`src/rtl/div_clk_serializer.sv`:
```
// div_clk_serializer: full-duplex SPI mode-0 shifter clocked by edges of a divided clock level
module div_clk_serializer #(
  parameter int DATA_W = 8,
  parameter bit MSB_FIRST = 1'b1
) (
  input  logic              i_clk,
  input  logic              i_reset,
  input  logic              i_div_clk,
  input  logic [DATA_W-1:0] i_data,
  input  logic              i_valid,
  output logic              o_ready,
  input  logic              i_sdi,
  output logic              o_sclk,
  output logic              o_sdo,
  output logic              o_cs_n,
  output logic [DATA_W-1:0] o_rx_data,
  output logic              o_done
);
  localparam int CW = $clog2(DATA_W + 1);
  typedef enum logic [1:0] {IDLE, SETUP, SHIFT, DONE} state_t;
  state_t state, state_n;
  logic div_prev, rise, fall;
  logic [CW-1:0] cnt;
  logic [DATA_W-1:0] tx_sr, rx_sr, rx_next;
  always_comb begin
    rise = i_div_clk & ~div_prev;
    fall = ~i_div_clk & div_prev;
    o_ready = state == IDLE;
    rx_next = MSB_FIRST ? {rx_sr[DATA_W-2:0], i_sdi} : {i_sdi, rx_sr[DATA_W-1:1]};
    state_n = state;
    case (state)
      IDLE:    state_n = i_valid ? SETUP : IDLE;
      SETUP:   state_n = fall ? SHIFT : SETUP;
      SHIFT:   state_n = (fall && cnt == '0) ? DONE : SHIFT;
      default: state_n = IDLE;
    endcase
  end
  always_ff @(posedge i_clk) begin
    if (i_reset) begin
      state     <= IDLE;
      div_prev  <= 1'b0;
      cnt       <= '0;
      tx_sr     <= '0;
      rx_sr     <= '0;
      o_rx_data <= '0;
      o_sclk    <= 1'b0;
      o_sdo     <= 1'b0;
      o_cs_n    <= 1'b1;
      o_done    <= 1'b0;
    end else begin
      state    <= state_n;
      div_prev <= i_div_clk;
      o_done   <= 1'b0;
      if (o_ready && i_valid) begin
        tx_sr  <= i_data;
        cnt    <= CW'(DATA_W);
        o_cs_n <= 1'b0;
        o_sdo  <= MSB_FIRST ? i_data[DATA_W-1] : i_data[0];
      end
      if (state == SHIFT) begin
        o_sclk <= i_div_clk;
        if (rise) cnt <= cnt - CW'(1);
        if (fall) begin
          rx_sr <= rx_next;
          if (cnt == '0) begin
            o_sclk    <= 1'b0;
            o_cs_n    <= 1'b1;
            o_sdo     <= 1'b0;
            o_done    <= 1'b1;
            o_rx_data <= rx_next;
          end else begin
            tx_sr <= MSB_FIRST ? tx_sr << 1 : tx_sr >> 1;
            o_sdo <= MSB_FIRST ? tx_sr[DATA_W-2] : tx_sr[1];
          end
        end
      end
    end
  end
endmodule
```
`config.mk`:
```
export PLATFORM = sky130hd
export DESIGN_NAME = div_clk_serializer
export DESIGN_NICKNAME = d
export VERILOG_FILES = /design/src/rtl/div_clk_serializer.sv
export SDC_FILE = /design/constraint.sdc
export NUM_CORES = 1
export LEC_CHECK = 0
export ABC_CLOCK_PERIOD_IN_PS = 2000
export BUFFER_PORTS_ARGS = -buffer_cell sky130_fd_sc_hd__buf_2
export CORE_MARGIN = 3
export CORE_UTILIZATION = 55
export CTS_BUF_LIST = sky130_fd_sc_hd__clkbuf_2
export DETAILED_ROUTE_END_ITERATION = 16
export PLACE_DENSITY = 0.84
export SLEW_MARGIN = 20
export SYNTH_ARGS = -nofsm -noshare
export SYNTH_HDL_FRONTEND = slang
export SYNTH_SLANG_ARGS = --single-unit
```
`constraint.sdc`:
```
create_clock -name i_clk -period 2 [get_ports i_clk]
set_input_delay 0.2 -clock i_clk [delete_from_list [all_inputs] [get_ports i_clk]]
set_output_delay 0.2 -clock i_clk [all_outputs]
set_load 0.02 [all_outputs]
```
==> metrics <==
reg2reg start cnt[0]; post-synthesis sequential area ratio 46.8%; reg2reg path depth 5; area grow syn2layout 12.0%; Final Skew 0.0206 ns; Hold Startpoint i_sdi; CTS Buffer Depth 2; clock latency on the worst-skew pair 0.36 ns; via count 1235; post-synthesis mux area share 0.797%; PwrDens 782 nW/um2; pin count of the biggest net entering global routing 34; Synth cell types 30; vias in the first global route 1097; DRC 0; H-Tree Depth 2; Vias/cell 5.80; Synth Area in Compound Gates 18.6%; IO Port Bufs 25; relative slew slack 61.1%; Core Util, Final 68.2%; RSZ-0062 raised after global routing no; Reg2Reg Capture Point tx_sr[4]; crit path buf inv count 1; simple-gate share of the synthesized area 26.9%; crit share post-route 79.7%; routability cong. 0.753; most common cell after layout, fill and taps aside dfxtp_1; setup TNS 0 ns; number of max-cap violations 0; IO Count 26; outcome complete, no violations; worst slew pin tran 0.583 ns; CP max stage delay 0.53 ns; Die W 56.7 um; critical path peak fanout 11; share of cells above drive strength 1 22.2%; Core ar. 2320 um2; Placed Area 1520 um2; fin nets 198; minimum clock period 1.59 ns; fmax 627 MHz; Crit. path cell count 5; hold bufs inserted after CTS 0; Inserted Diodes 0; CTS tree yes; Avg WL per Cell 13.5 um; die height 56.7 um; CP Data Required Time 2.21 ns; CTS Sinks 33; cells along the critical path inv_1, ha_1, or3b_1, nand2_2, a311oi_1; syn avg cell area 8.72 um2; die area 3210 um2; Pins Over Slew Limit 0; drt first pass iters 4; Tot GR Track Use 19.4%; adder-cell area share of the yosys netlist 0.886%; first-pass GRT wire length 4910 um; XOR/XNOR Fraction of Synth Area 0%; synth warn 0; initial antenna violation count 0; R2R Setup Slk 0.41 ns; Post-Syn Area 1410 um2; Root Driver clkbuf_2; Congestion Overflow GR 0; clk slew on worst S/H paths 0.17 ns; post-layout instance area 1580 um2; post-route ant nets 0; Final setup viols 0; dpl hpwl 1940 um; post_cts resized 0; CP Launch Type flip-flop; Initial Utilization 60.9%; Critical Path Source cnt[0]; largest family of logic cells by synthesized area simple AND/OR/NAND/NOR gates; Peak VDD IR 630 uV; Mapped Cells 162; leak pwr 0.591 nW; crit path kind reg2reg; Yosys reg bits 33; Final Hold Viols 0; Setup crit end tx_sr[4]; CP arrival 1.81 ns; final wirelength 2880 um; initial DRC count 62; Worst path top cell family by delay simple AND/OR/NAND/NOR gates; post-synthesis net count 176; total CTS buffers 5; HP Class in2reg; num rows 17; Post-CTS Setup Repair Bufs 0; commonest cells after routing, fill and taps aside 33 x dfxtp_1, 32 x nand2_1, 25 x buf_2, 23 x a21oi_1, 11 x nand3_1; Crit-path slowest cell or3b_1; Worst Setup End Kind flip-flop; # fillers 192
-- Yosys cell counts --
library cell | instances | share of area (%)
nand4bb_1 | 2 | 1.6
a221oi_2 | 1 | 1.1
a21oi_1 | 23 | 8.1
nor3_1 | 7 | 2.5
dfxtp_1 | 33 | 47
buf_6 | 2 | 1.6
or3b_1 | 2 | 1.2
nor2b_1 | 2 | 0.89
o21ai_1 | 2 | 0.71
mux2_2 | 1 | 0.80
and4bb_2 | 1 | 0.89
nor3b_4 | 2 | 2.7
a211o_1 | 1 | 0.62
a311oi_1 | 7 | 4.3
nand2_1 | 32 | 8.5
inv_1 | 2 | 0.53
o211ai_1 | 1 | 0.53
or4b_1 | 1 | 0.71
buf_4 | 2 | 1.1
o21ai_0 | 6 | 2.1
nand3_1 | 11 | 3.9
nand3b_1 | 2 | 1.1
nand2_2 | 1 | 0.44
nor2_1 | 3 | 0.80
ha_1 | 1 | 0.89
and4bb_1 | 1 | 0.89
nand2b_1 | 2 | 0.89
buf_2 | 5 | 1.8
clkbuf_1 | 4 | 1.1
a211oi_1 | 2 | 1.1
-- per-stage QoR --
| stage | worst slack (ns) | instances | hold WS (ns) | power [mW] |
|---|---|---|---|---|
| 6_report | 0.405 | 213 | 0.0709 | 1.24 |
| 5_1_grt | 0.217 | 213 | 0.0451 | 1.29 |
| 3_5_place_dp | 0.431 | 205 | 0.453 | 0.822 |
| 3_3_place_gp | 0.488 | 205 | 0.446 | 0.816 |
| 4_1_cts | 0.389 | 213 | 0.0609 | 1.25 |
| 2_1_floorplan | 0.562 | 162 | 0.328 | 0.789 |
-- metal layers --
| layer | global-route usage (%) | part of all wire (%) |
|---|---|---|
| met2 | 29.4 | 46 |
| met3 | 5.52 | 7.2 |
| met5 | 0 | 0 |
| met4 | 7.12 | 1.3 |
| met1 | 26.0 | 45 |
-- state kept, by name, indices dropped and copies added (netlist names) --
signal	flops
state	2
div_prev	1
o_rx_data	8
o_cs_n	1
o_sdo	1
o_done	1
o_sclk	1
rx_sr	7
tx_sr	7
cnt	4
-- cells by family after synthesis --
group | Yosys count
AOI/OAI and AO/OA | 43
buffers and inverters | 15
and+or+nand+nor | 69
adders and majority gates | 1
muxes | 1
DFF | 33
-- layout make-up --
class / count / area [um2] / share of cell area (%)
clock buffer: 6 / 30.0 / 1.90
inverter: 2 / 7.51 / 0.475
timing repair buffer: 28 / 148 / 9.34
sequential: 33 / 661 / 41.8
clock inverter: 2 / 33.8 / 2.14
multi-input combinational: 114 / 667 / 42.2
tap: 28 / 35.0 / 2.22
-- how the worst min path moves through the flow --
| stage | to | cells past startpoint |
|---|---|---|
| 2_1_floorplan | div_prev | 1 |
| 3_3_place_gp | o_sclk | 2 |
| 3_5_place_dp | o_sclk | 2 |
| 4_1_cts | rx_sr[0] | 3 |
| 5_1_grt | rx_sr[0] | 3 |
| 6_report | rx_sr[0] | 3 |
-- report_power, final --
group	internal [mW]	switching [mW]
clock network	0.214	0.215
logic	0.0463	0.0673
registers	0.677	0.0180
total	0.937	0.301
-- tightest hold or removal path, cell delays in order --
cell	delay, ns
buf_2	0.10
nand2_1	0.05
a21oi_1	0.05
No activity file was read; power rests on OpenSTA's default activity.
